**src/rtl/fpcvt_pkg.sv**
```systemverilog
// Shared defaults and width helpers for the two's-complement to small-float converter.
package fpcvt_pkg;

  localparam int unsigned DATA_W_DEF = 12;
  localparam int unsigned EXP_W_DEF  = 3;
  localparam int unsigned MAN_W_DEF  = 4;

  function automatic int unsigned e_max(input int unsigned exp_w);
    return (1 << exp_w) - 1;
  endfunction

  function automatic int unsigned lz_w(input int unsigned data_w);
    return $clog2(data_w);
  endfunction

endpackage

```
**src/rtl/fpcvt_lzc.sv**
```systemverilog
// Priority encoder: reports whether the word is zero and the index of its highest set bit.
module fpcvt_lzc #(
  parameter int unsigned W   = 11,
  parameter int unsigned P_W = 4
) (
  input  logic [W-1:0]   i_m,
  output logic           o_zero,
  output logic [P_W-1:0] o_pos
);

  always_comb begin
    o_zero = ~|i_m;
    o_pos  = '0;
    for (int i = 0; i < W; i++) begin
      if (i_m[i]) o_pos = P_W'(i);
    end
  end

endmodule

```
**src/rtl/fpcvt_pipe.sv**
```systemverilog
// Three-stage streaming converter: sign/magnitude, normalise, round/saturate.
// All stages advance together on one enable so a stalled sink freezes the whole pipe.
module fpcvt_pipe
  import fpcvt_pkg::*;
#(
  parameter int unsigned DATA_W = DATA_W_DEF,
  parameter int unsigned EXP_W  = EXP_W_DEF,
  parameter int unsigned MAN_W  = MAN_W_DEF
) (
  input  logic              i_clk,
  input  logic              i_rst,
  input  logic              i_in_valid,
  output logic              o_in_ready,
  input  logic [DATA_W-1:0] i_d,
  input  logic              i_rnd_en,
  output logic              o_out_valid,
  input  logic              i_out_ready,
  output logic              o_s,
  output logic [EXP_W-1:0]  o_e,
  output logic [MAN_W-1:0]  o_f,
  output logic              o_ovf
);

  localparam int unsigned M_W  = DATA_W - 1;
  localparam int unsigned LZ_W = lz_w(DATA_W);
  // Internal exponent is wide enough to see E_MAX+1 before saturation.
  localparam int unsigned EI_W = (LZ_W > EXP_W) ? LZ_W + 1 : EXP_W + 1;
  localparam int unsigned EMAX = e_max(EXP_W);
  localparam int unsigned FS_W = MAN_W + 1;

  logic w_en;
  assign w_en       = ~o_out_valid | i_out_ready;
  assign o_in_ready = w_en;

  // Stage 1: sign/magnitude
  logic           w1_min;
  logic [M_W-1:0] w1_m;
  assign w1_min = (i_d == {1'b1, {M_W{1'b0}}});
  assign w1_m   = w1_min ? '1 :
                  (i_d[DATA_W-1] ? (~i_d[M_W-1:0] + M_W'(1)) : i_d[M_W-1:0]);

  logic           r1_v, r1_s, r1_ovf, r1_rnd;
  logic [M_W-1:0] r1_m;

  // Stage 2: normalise
  logic            w_zero;
  logic [LZ_W-1:0] w_pos, w_sh;
  logic [EI_W-1:0] w2_e;
  logic [MAN_W-1:0] w2_f;
  logic            w2_r;

  fpcvt_lzc #(
    .W   (M_W),
    .P_W (LZ_W)
  ) u_lzc (
    .i_m    (r1_m),
    .o_zero (w_zero),
    .o_pos  (w_pos)
  );

  always_comb begin
    w_sh = w_pos - LZ_W'(MAN_W);
    w2_e = '0;
    w2_r = 1'b0;
    w2_f = r1_m[MAN_W-1:0];
    if (!w_zero && (w_pos >= LZ_W'(MAN_W))) begin
      w2_f = r1_m[w_pos -: MAN_W];
      w2_r = r1_m[w_sh];
      w2_e = EI_W'(w_sh) + EI_W'(1);
    end
  end

  logic             r2_v, r2_s, r2_ovf, r2_rnd, r2_r;
  logic [EI_W-1:0]  r2_e;
  logic [MAN_W-1:0] r2_f;

  // Stage 3: round and saturate
  logic [FS_W-1:0]  w_fsum;
  logic [EI_W-1:0]  w3_e;
  logic [MAN_W-1:0] w3_f;
  logic             w3_ovf;
  logic [EXP_W-1:0] w3_eo;
  logic [MAN_W-1:0] w3_fo;

  always_comb begin
    w_fsum = {1'b0, r2_f} + FS_W'(r2_rnd & r2_r);
    w3_e   = r2_e;
    w3_f   = w_fsum[MAN_W-1:0];
    if (w_fsum[MAN_W]) begin
      w3_f = MAN_W'(1) << (MAN_W - 1);
      w3_e = r2_e + EI_W'(1);
    end
    w3_ovf = r2_ovf | (w3_e > EI_W'(EMAX));
    w3_eo  = w3_e[EXP_W-1:0];
    w3_fo  = w3_f;
    if (w3_ovf) begin
      w3_eo = EXP_W'(EMAX);
      w3_fo = '1;
    end
  end

  logic             r_out_valid, r_s, r_ovf;
  logic [EXP_W-1:0] r_e;
  logic [MAN_W-1:0] r_f;

  always_ff @(posedge i_clk) begin
    if (i_rst) begin
      r1_v        <= 1'b0;
      r1_s        <= 1'b0;
      r1_ovf      <= 1'b0;
      r1_rnd      <= 1'b0;
      r1_m        <= '0;
      r2_v        <= 1'b0;
      r2_s        <= 1'b0;
      r2_ovf      <= 1'b0;
      r2_rnd      <= 1'b0;
      r2_r        <= 1'b0;
      r2_e        <= '0;
      r2_f        <= '0;
      r_out_valid <= 1'b0;
      r_s         <= 1'b0;
      r_ovf       <= 1'b0;
      r_e         <= '0;
      r_f         <= '0;
    end else if (w_en) begin
      r1_v        <= i_in_valid;
      r1_s        <= i_d[DATA_W-1];
      r1_ovf      <= w1_min;
      r1_rnd      <= i_rnd_en;
      r1_m        <= w1_m;
      r2_v        <= r1_v;
      r2_s        <= r1_s;
      r2_ovf      <= r1_ovf;
      r2_rnd      <= r1_rnd;
      r2_r        <= w2_r;
      r2_e        <= w2_e;
      r2_f        <= w2_f;
      r_out_valid <= r2_v;
      r_s         <= r2_s;
      r_ovf       <= w3_ovf;
      r_e         <= w3_eo;
      r_f         <= w3_fo;
    end
  end

  assign o_out_valid = r_out_valid;
  assign o_s         = r_s;
  assign o_e         = r_e;
  assign o_f         = r_f;
  assign o_ovf       = r_ovf;

endmodule

```
**config.mk**
```make
export PLATFORM = sky130hd
export DESIGN_NAME = fpcvt_pipe
export DESIGN_NICKNAME = d
export VERILOG_FILES = /design/src/rtl/fpcvt_pkg.sv /design/src/rtl/fpcvt_lzc.sv /design/src/rtl/fpcvt_pipe.sv
export SDC_FILE = /design/constraint.sdc
export NUM_CORES = 1
export LEC_CHECK = 0
export CELL_PAD_IN_SITES_DETAIL_PLACEMENT = 0
export CELL_PAD_IN_SITES_GLOBAL_PLACEMENT = 1
export CORE_UTILIZATION = 46
export DETAILED_ROUTE_END_ITERATION = 10
export MAX_ROUTING_LAYER = met4
export PLACE_DENSITY_LB_ADDON = 0.05
export RECOVER_POWER = 50
export SYNTH_ARGS = -nofsm -noshare
export SYNTH_HDL_FRONTEND = slang
export SYNTH_HIERARCHICAL = 1
export SYNTH_SLANG_ARGS = --single-unit
```
**constraint.sdc**
```tcl
create_clock -name i_clk -period 4.68 [get_ports i_clk]
set_input_delay 1.404 -clock i_clk [delete_from_list [all_inputs] [get_ports i_clk]]
set_output_delay 1.404 -clock i_clk [all_outputs]
set_load 0.05 [all_outputs]
```
==> flow_metrics.env <==
export IMPL_ys_types=53
export IMPL_cts_tree="done"
export IMPL_vias=2108
export IMPL_synth_nets=299
export IMPL_synth_seq_cells=39
export IMPL_tightest_slew_ns=1.42
export IMPL_hold_buffers=0
export IMPL_p_leak_nw=1.08
export IMPL_portBuffers=27
export IMPL_design_area_um2=2790
export IMPL_post_cts_repair_setup_buffers=0
export IMPL_reg2reg_from="r1_m[1]"
export IMPL_synth_top_area_frac=0.324
export IMPL_fill_cells=504
export IMPL_die_h_um=74.3
export IMPL_ant_nets=0
export IMPL_synthArstFlopShare=0
export IMPL_antenna_found_initial=0
export IMPL_fp_dieW_um=74.3
export IMPL_cts_resized=0
export IMPL_die_area_um2=5530
export IMPL_ir_drop_uv=178
export IMPL_synth_ff_type="dfxtp_1"
export IMPL_fin_crit_sh=0.838
export IMPL_finalWirelength_um=5500
export IMPL_syn_area_um2=2410
export IMPL_hpwl_um=3930
export IMPL_nNetsFinal=321
export IMPL_drt_wirelength_per_cell_um=15.0
export IMPL_ys_seq_area_frac=0.324
export IMPL_worstSetupPathType="in -> out"
export IMPL_ys_top_cells_by_count="nor2_1, dfxtp_1, nand2_1"
export IMPL_synth_cells=276
export IMPL_grt_usage=0.234
export IMPL_insertedDiodeCount=0
export IMPL_syn2layout_area_growth_pct=15.7
export IMPL_drtIter0Drc=128
export IMPL_cts_sinks=39
export IMPL_max_clock_freq_mhz=255
export IMPL_grt_overflow_total=0
export IMPL_clock_path_buffers=2
export IMPL_hold_path_startpoint="r2_s"
export IMPL_fin_crit_ns=3.92
export IMPL_grt_pass1_vias=2027
export IMPL_synth_avg_cell_area_um2=8.72
export IMPL_start_util=0.493
export IMPL_clk_latency_ns=0.30
export IMPL_whs_ns=0.454
export IMPL_cp_required_ns=3.28
export IMPL_grt_max_degree=33
export IMPL_final_max_slew_violation_count=0
export IMPL_cap_violations=0
export IMPL_htree_levels=2
export IMPL_gp_congestion=0.868
export IMPL_skew_ns=0.00626
export IMPL_drive_gt1_frac=0.0903
export IMPL_cp_end_kind="output port"
export IMPL_setup_viol=0
export IMPL_crit_arrival_ns=2.52
export IMPL_placed_cell_area_um2=2720
export IMPL_setup_tns_final_ns=0
export IMPL_fin_total_pwr_mw=0.965
export IMPL_core_um2=4880
export IMPL_power_density_nw_per_um2=346
export IMPL_multi_input_area_um2=1470
export IMPL_clkTransAtPathRegs_ns=0.08
export IMPL_register_area_um2=781
export IMPL_status="finished, final reports clean"
export IMPL_grt_first_pass_wirelength_um=9470
export IMPL_firstDrtPassIters=4
export IMPL_finalHoldViolCount=0
export IMPL_yosys_top_cells_area="dfxtp_1, mux4_2, nor2_1, a211oi_1, mux2i_1"
export IMPL_ios=28
export IMPL_cp_max_fo=2
export IMPL_numCtsBuffers=5
export IMPL_synth_top_cell_by_area="dfxtp_1"
export IMPL_rows=25
export IMPL_crit_path_start="i_out_ready"
export IMPL_synth_warnings=6
export IMPL_worst_setup_path_start_kind="input port"
export IMPL_grt_setup_unrepaired="no"
export IMPL_cts_root_buffer="clkbuf_8"
export IMPL_drc_errors=0
export IMPL_hp_class="reg -> reg"
export IMPL_synth_most_common_cell="nor2_1"
export IMPL_synth_edf_count=0
export IMPL_viasPerCell=5.76
export IMPL_relSlewSlack=0.0536
[placed cells by master, fill, tap and decap left out, types with 2 or more instances in the layout]
master            n
mux2i_1          11
nand3_1           2
a21oi_1          12
mux2_2            2
nor4_1            3
a221oi_1          3
xor2_1            4
dlygate4sd3_1     2
nor2b_1           4
dfxtp_1          39
a31oi_1           3
a22oi_1           5
a311oi_1          2
xnor2_1          10
nand3b_1          2
a211oi_1         17
or3_1             2
nand2_1          24
a221o_1           4
o21ai_0           4
clkbuf_1          3
buf_4             4
and3_1            3
nor3_1            8
o31ai_1           4
clkbuf_8          5
nor2_1           40
ha_1              6
inv_1            12
o22ai_1           2
nand2b_1          3
mux4_2            7
nor3b_1           2
clkdlybuf4s50_1  24
[layer usage]
metal  global-route usage  share of wire
met1                0.297           0.47
met2                0.370           0.48
met3               0.0569          0.037
met4               0.0692         0.0076
met5                    -              0
[cells by family after synthesis]
family,Yosys count,synth area share
XOR/XNOR,14,0.0509
adder cells (fa/ha/maj),6,0.0312
flip-flops,39,0.324
AO/OA/AOI/OAI,66,0.212
multiplexers,20,0.121
buffers and inverters,30,0.0587
AND/OR/NAND/NOR,101,0.202
[final timing paths]
path           endpoint  cells past startpoint  slack (ns)
max          o_in_ready                      4        0.76
min                r2_s                      2        0.45
max reg2reg     r2_f[2]                      8        2.04
min reg2reg        r2_s                      2        0.45
[sequential cells by signal (all words and copies together), names as in the netlist, 3 cells and up]
| signal | count |
|---|---|
| o_f | 4 |
| r2_e | 5 |
| r1_m | 11 |
| o_e | 3 |
| r2_f | 4 |
[stage by stage]
step,util,setup slack [ns],std cells
6_report,0.571,0.756,366
5_1_grt,0.571,0.708,366
3_5_place_dp,0.558,0.963,358
3_3_place_gp,0.558,0.954,358
4_1_cts,0.575,0.952,366
2_1_floorplan,-,0.920,276
[worst max-delay path: stages]
cell and delay, ns:
dlygate4sd3_1 0.55, nor2b_1 0.25, inv_1 0.14, buf_12 0.17
[layout make-up]
cell class | instances | area share
clock inverters | 2 | 0.00449
well taps | 67 | 0.0301
flip-flops and latches | 39 | 0.280
repair buffers | 33 | 0.114
clock buffers | 6 | 0.0261
multi-input cells | 207 | 0.529
inverters | 12 | 0.0162
[report_power, final]
part | switching [mW] | leakage (nW) | total (mW) | internal, mW
Sequential | 0.0425 | 0.322 | 0.412 | 0.370
Combinational | 0.177 | 0.715 | 0.324 | 0.147
Clock | 0.124 | 0.0412 | 0.229 | 0.104
Power figures use the tool's default switching activity.
